--- src/rtl/imem_pkg.sv ---
// Shared FSM type and constants for the instruction-memory fetch server.
package imem_pkg;

   typedef enum logic [2:0] {
      S_IDLE,
      S_LOAD,
      S_CHECK,
      S_RUN,
      S_ERROR
   } imem_state_t;

   localparam logic [31:0] NOP_INSTR_DEFAULT = 32'h0000_0013;
   localparam int unsigned WORD_BYTES        = 4;

endpackage

--- src/rtl/imem_fetch_server.sv ---
// Fetch-port instruction memory: streams a program image in, then serves komut = mem[pc].
// Build macro IMEM_CHECKSUM_EN: image ends with a wrap-around sum word verified in CHECK.
module imem_fetch_server
   import imem_pkg::*;
#(
   parameter int unsigned DEPTH     = 64,
   parameter logic [31:0] BASE_ADDR = 32'h0000_0000,
   parameter logic [31:0] NOP_INSTR = NOP_INSTR_DEFAULT
) (
   input  logic                   clk,
   input  logic                   reset,
   input  logic                   load_start,
   input  logic                   load_valid,
   output logic                   load_ready,
   input  logic [31:0]            load_data,
   input  logic                   load_last,
   input  logic [31:0]            pc,
   output logic [31:0]            komut,
   output logic                   core_reset,
   output logic                   fetch_err,
   output logic                   load_err,
   output logic [$clog2(DEPTH):0] word_count
);

   localparam int unsigned AW  = $clog2(DEPTH);
   localparam int unsigned CW  = AW + 1;
   localparam int unsigned BSH = $clog2(WORD_BYTES);

   imem_state_t   state;
   logic [CW-1:0] count_q;
   logic          load_err_q;
   logic          core_reset_q;
   logic [31:0]   mem [DEPTH];

   logic          accept;
   logic          full;
   logic          chk_word;
   logic          store;
   logic          overflow;

   // load_start wins over a word presented in the same cycle
   assign load_ready = (state == S_LOAD) && !load_start;
   assign accept     = load_ready && load_valid;
   assign full       = (count_q == CW'(DEPTH));

`ifdef IMEM_CHECKSUM_EN
   assign chk_word = accept && load_last;
`else
   assign chk_word = 1'b0;
`endif

   assign store    = accept && !chk_word && !full;
   assign overflow = accept && !chk_word && full;

`ifdef IMEM_CHECKSUM_EN
   logic [31:0] sum_q;
   logic [31:0] chk_q;
   logic        sum_ok;

   always_ff @(posedge clk or negedge reset) begin
      if (!reset) begin
         sum_q <= '0;
         chk_q <= '0;
      end else if (load_start) begin
         sum_q <= '0;
      end else begin
         if (store)    sum_q <= sum_q + load_data;
         if (chk_word) chk_q <= load_data;
      end
   end

   assign sum_ok = (sum_q == chk_q);
`endif

   always_ff @(posedge clk or negedge reset) begin
      if (!reset) begin
         state        <= S_IDLE;
         count_q      <= '0;
         load_err_q   <= 1'b0;
         core_reset_q <= 1'b0;
      end else begin
         core_reset_q <= (state == S_RUN) && !load_start;
         if (load_start) begin
            state      <= S_LOAD;
            count_q    <= '0;
            load_err_q <= 1'b0;
         end else begin
            case (state)
               S_LOAD: begin
                  if (store) count_q <= count_q + CW'(1);
                  if (overflow) begin
                     load_err_q <= 1'b1;
                     state      <= S_ERROR;
                  end
`ifdef IMEM_CHECKSUM_EN
                  else if (chk_word) state <= S_CHECK;
`else
                  else if (store && load_last) state <= S_RUN;
`endif
               end
`ifdef IMEM_CHECKSUM_EN
               S_CHECK: begin
                  if (sum_ok) begin
                     state <= S_RUN;
                  end else begin
                     load_err_q <= 1'b1;
                     state      <= S_ERROR;
                  end
               end
`endif
               default: ;
            endcase
         end
      end
   end

   // Not reset: image contents survive reset, only the valid count is cleared
   always_ff @(posedge clk) begin
      if (store) mem[count_q[AW-1:0]] <= load_data;
   end

   logic [31:0] offset;
   logic [31:0] idx;
   logic        fault;

   always_comb begin
      offset    = pc - BASE_ADDR;
      idx       = offset >> BSH;
      fault     = (|pc[BSH-1:0]) || (pc < BASE_ADDR) || (idx >= 32'(count_q));
      komut     = NOP_INSTR;
      fetch_err = 1'b0;
      if (state == S_RUN) begin
         if (fault) fetch_err = 1'b1;
         else       komut     = mem[idx[AW-1:0]];
      end
   end

   assign core_reset = core_reset_q;
   assign load_err   = load_err_q;
   assign word_count = count_q;

endmodule

--- config.mk ---
export PLATFORM = sky130hd
export DESIGN_NAME = imem_fetch_server
export DESIGN_NICKNAME = d
export VERILOG_FILES = /design/src/rtl/imem_pkg.sv /design/src/rtl/imem_fetch_server.sv
export SDC_FILE = /design/constraint.sdc
export NUM_CORES = 2
export LEC_CHECK = 0
export CAP_MARGIN = 5
export CORE_MARGIN = 2
export CORE_UTILIZATION = 45
export CTS_CLUSTER_SIZE = 28
export DETAILED_ROUTE_END_ITERATION = 16
export PLACE_DENSITY_LB_ADDON = 0.15
export SLEW_MARGIN = 10
export SYNTH_ARGS = -nofsm -noshare
export SYNTH_HDL_FRONTEND = slang
export SYNTH_SLANG_ARGS = --single-unit
export TNS_END_PERCENT = 5
--- constraint.sdc ---
create_clock -name clk -period 4.3 [get_ports clk]
set_clock_uncertainty 0.15 [all_clocks]
set_input_delay 0.86 -clock clk [delete_from_list [all_inputs] [get_ports clk]]
set_output_delay 0.86 -clock clk [all_outputs]
set_load 0.03 [all_outputs]
* Word level (Yosys, flattened, before mapping)
Memory sizes are Yosys's and may differ from the RTL's.
Index checks and enable logic that the tools add are counted.
** Operators by class
- Order comparisons :: 2
- Reduce and logical (&&, ||, !) cells :: 18
- Mux-type cells :: 16
- Eq/ne operators :: 3
- Add/subtract/negate cells :: 1
** Operators with widths (number)
- 2-to-1 mux 32 bit :: 2
- < comparator 32 x 1 -> 1 bit, second input constant :: 1
- >= comparator 30 x 7 -> 1 bit :: 1
- 2-to-1 mux 7 bit :: 3
- 2-to-1 mux 3 bit :: 4
- adder 7 x 1 -> 7 bit, second input constant :: 1
- equality test 7 bit, second input constant :: 1
- 2-to-1 mux 1 bit :: 7
- logical AND 1 bit :: 6
- AND reduction 2 bit :: 3
- nonzero test 2 bit :: 3
- equality test 3 x 1 -> 1 bit, second input constant :: 1
- equality test 3 x 2 -> 1 bit, second input constant :: 1
- nonzero test 3 bit :: 1
- logical NOT 1 bit :: 2
- logical OR 1 bit :: 2
- OR reduction 2 bit :: 1
** Word-level totals
- Register bits after elaboration :: 12
- Input bits :: 69
- Output and inout port bits :: 43
- RAM bits :: 2048
- Memories :: 1
** Memories
- mem :: depth 64, bits a word 32, read ports 1, clocked after Yosys merged registers in 0, write ports 1, line imem_fetch_server.sv:33 : logic [31:0] mem [DEPTH];

* Longest topological paths before layout
- Depth after elaboration :: 9
- Depth in mapped cells :: 14
- Depth with buffers taken out :: 8

* Worst setup path before layout
Ideal clock, no wire load.
- Path type :: input to output
- Start :: in pc[2]
- End :: out komut[11]
- Cell stages on the path :: 13
- Data required time :: 3290 ps
- Path slack :: -729 ps
- Buffers on the path :: 6
- Arrival time :: 4019 ps
- Path through :: clkbuf_4 > buf_12 > buf_8 > buf_6 > buf_6 > inv_1 > ha_1 > nand2b_1 > a211oi_1 > or3_1 > nand4b_1 > clkbuf_1 > a2111oi_1
** Between the ends
- Word-level cells in the longest chain between the ends :: 5
** Ends and longest elaborated chain
- from (decl) :: line imem_fetch_server.sv:17 : input logic [31:0] pc,
- < comparator 32 x 1 -> 1 bit :: line imem_fetch_server.sv:129 : fault = (|pc[BSH-1:0]) || (pc < BASE_ADDR) || (idx >= 32'(count_q));
- logical OR 1 bit (2 in series) :: line imem_fetch_server.sv:129
- 2-to-1 mux 32 bit (*) :: line imem_fetch_server.sv:133 : if (fault) fetch_err = 1'b1;
- 2-to-1 mux 32 bit (*) :: line imem_fetch_server.sv:132 : if (state == S_RUN) begin
- to (decl) :: line imem_fetch_server.sv:18 : output logic [31:0] komut,
Every way passes the cells marked *; elsewhere a longest branch is shown, timed or not.

* Worst setup path after layout
- Start :: in pc[2]
- End :: out komut[0]
The elaborated chain is that of the path after synthesis.

==> flow_summary.yaml <==
clocking:
  cts_tree: "built"
  clk-insertion-delay-late_ps: 850
  clk_path_buf_depth: 3
  cts.clk_slew.worst_paths_ps: 60
  h-tree-depth: 4
  cts_made_buffers: 207
  postCtsHoldBufs: 0
  root_buffer: "clkbuf_16"
  cts_sinks: 2060
synthesis:
  synth.avg_cell_area_um2: 22.5
  syn_nets: 3617
  synth_seq_area_share_pct: 77.7
  syn_area_um2: 79500
  synth_edf_count: 2048
  syn_inst: 3539
  ys_types: 67
  async_flop_share_pct: 0.583
  synth_warnings: 0
  ys_ff_latch: 2060
  ys.flop_type: "edfxtp_1"
drt:
  drtIter0Drc: 5154
  firstDrtPassIters: 6
  routed_wl_um: 237000
  wl_per_cell_um: 35.3
  ant_nets: 0
  drc: 0
  vias_per_cell: 6.16
  vias: 41300
pwr:
  vdd_drop_max_mv: 0.323
  combPwrFrac_pct: 5.8
  p_switching_mw: 9.15
  switching_share_pct: 21.6
  total_power_mw: 42.3
  power.internal_mw: 33.2
  p_leak_nw: 30.8
  clockPowerShare_pct: 41.9
  p_per_area_nw_per_um2: 442
  seqPwrFrac_pct: 52.3
final_layout:
  nets: 4275
  layout-area-overhead-vs-synth_pct: 20.5
  drive_gt1_share_pct: 36.0
  postLayoutCellArea_um2: 95800
  final_common_cell: "edfxtp_1"
  postLayoutCoreUtil_pct: 54.4
  layout_common_cells: "edfxtp_1, mux4_2, buf_4"
worst_setup_path:
  cp_data_required_time_ps: 3290
  critPathSlowestCell: "mux4_2"
  path_cells: "buf_16 > buf_16 > buf_12 > buf_16 > mux4_2 > mux4_2 > a22o_1 > a2111o_2 > buf_6"
  worstSetupStartpointType: "input port"
  cpPeakStageDelay_ps: 520
  path_class: "in2out"
  cp_max_fo: 6
  arrival_ps: 3360
  critPathCaptureType: "primary output"
  cp_common_cell: "buf_16"
grt:
  grt_antenna_before_repair: 8
  grtUsageTotal_pct: 26.4
  use_met3_pct: 3.85
  grt_pass1_wl_um: 328000
  overflow: 0
  grt_pass1_vias: 40500
  top_usage_layer: "met2"
  grt_max_degree: 65
  use_met2_pct: 42.5
  grt_util_met1_pct: 37.9
placed_design:
  port_buffers: 111
  gp_congestion: 0.819
  post_dp_cell_area_um2: 88000
  hpwlAfterDp_um: 145000
run:
  cap_violations: 0
timing:
  fin_crit_ps: 4370
  hold_viol_final: 0
  fin_crit_sh_pct: 102
  tightest_slew_ps: 1260
  setup_ws_ps: -72.1
  rsz0062_at_grt: "true"
  setup_viol: 10
  fmax_mhz: 229
  slew-limit-headroom_pct: 16.1
  tns_ps: -412
  final_max_slew_viol_count: 0
  whs_ps: 226
floorplanning:
  die_x_um: 424
  die_area_um2: 180000
  rows: 154
  initial_core_util_pct: 45.2
  die_h_um: 424
  io_pins: 112
  core_um2: 176000
status:
  status: "complete, but fails checks"
  violations: "negative setup slack"
hold_path:
  hold_class: "in2async"
[registers in the layout (all words and copies together), names as in the netlist]
| signal | count |
|---|---|
| mem | 2048 |
| load_err | 1 |
| state | 3 |
| core_reset | 1 |
| word_count | 7 |
[per-stage QoR]
stage               cells  setup WS (ps)
finish               6713          -72.1
detailed placement   6289           -527
global placement     6289           -519
floorplan            3539           -448
CTS                  6692          -77.9
global route         6711           -101
[synthesized netlist by cell type, types with 14 or more instances]
| cell | number | area (um^2) |
|---|---|---|
| a21oi_1 | 40 | 200 |
| o21ai_0 | 24 | 120 |
| buf_4 | 25 | 188 |
| clkbuf_1 | 74 | 278 |
| nand3_1 | 26 | 130 |
| buf_2 | 42 | 210 |
| mux2_2 | 20 | 225 |
| buf_6 | 37 | 417 |
| edfxtp_1 | 2048 | 61500 |
| nor2b_1 | 18 | 113 |
| nor3_1 | 20 | 100 |
| nor2_1 | 125 | 469 |
| a22oi_1 | 29 | 218 |
| a221oi_1 | 32 | 280 |
| mux2i_1 | 126 | 1260 |
| and3_1 | 15 | 93.8 |
| a31oi_1 | 20 | 125 |
| nand2_1 | 97 | 364 |
| a211oi_1 | 25 | 188 |
| o22ai_1 | 20 | 125 |
| a221o_1 | 14 | 140 |
| mux4_2 | 504 | 11400 |
[final cells by class]
class | count | area (um^2)
Antenna cell | 3 | 7.51
Clock buffer | 240 | 5300
Clock inverter | 142 | 1350
Fill cell | 13400 | 80100
Inverter | 17 | 76.3
Multi-Input combinational cell | 1269 | 17500
Sequential cell | 2060 | 61800
Tap cell | 2340 | 2930
Timing Repair Buffer | 642 | 6820
[final timing paths]
kind	depth (start not counted)	slack [ps]	startpoint	to
worst max register to register	7	1300	state[1]	mem[43][19]
worst min-delay path	1	230	reset	load_err
min in group clk	1	360	load_data[27]	mem[56][27]
worst min register to register	1	370	state[0]	state[0]
worst max-delay path	9	-70	pc[2]	komut[0]
max in group asynchronous	1	3360	reset	word_count[0]
[power groups by stage]
| stage | Combinational, mW | Sequential (mW) | Clock [mW] |
|---|---|---|---|
| final | 2.47 | 22.1 | 17.7 |
| after global routing | 2.60 | 22.1 | 18.8 |
| after CTS | 2.42 | 22.1 | 18.0 |
| after detailed placement | 2.34 | 22.6 | 0 |
| after global placement | 2.33 | 22.6 | 0 |
| after floorplan | 1.11 | 22.6 | 0 |
[routing by layer]
metal | share of wire [%] | vias to the layer above
li1 | - | 16400
met1 | 41 | 22700
met2 | 49 | 1859
met3 | 7.4 | 341
met4 | 2.7 | 6
met5 | 0.016 | -
[worst max-delay path: cells and delay by family]
family	cells	cell delay, ps
buf+inv	5	770
compound gates	2	700
mux	2	1000
[cell families after synthesis]
logic type               synth area share [%]
flip-flops                               77.7
multiplexers                             16.1
AND/OR/NAND/NOR                          1.90
AO/OA/AOI/OAI                            2.41
buffers and inverters                    1.62
adder cells (fa/ha/maj)                 0.142
XOR/XNOR                               0.0441
[what timing repair did]
item	CTS	global route
gates resized for setup	71	59
pin swaps	13	19
hold endpoints to repair	0	0
gates cloned	4	1
endpoints found under the setup margin	32	29
buffers inserted	17	19
Power figures use the tool's default switching activity.
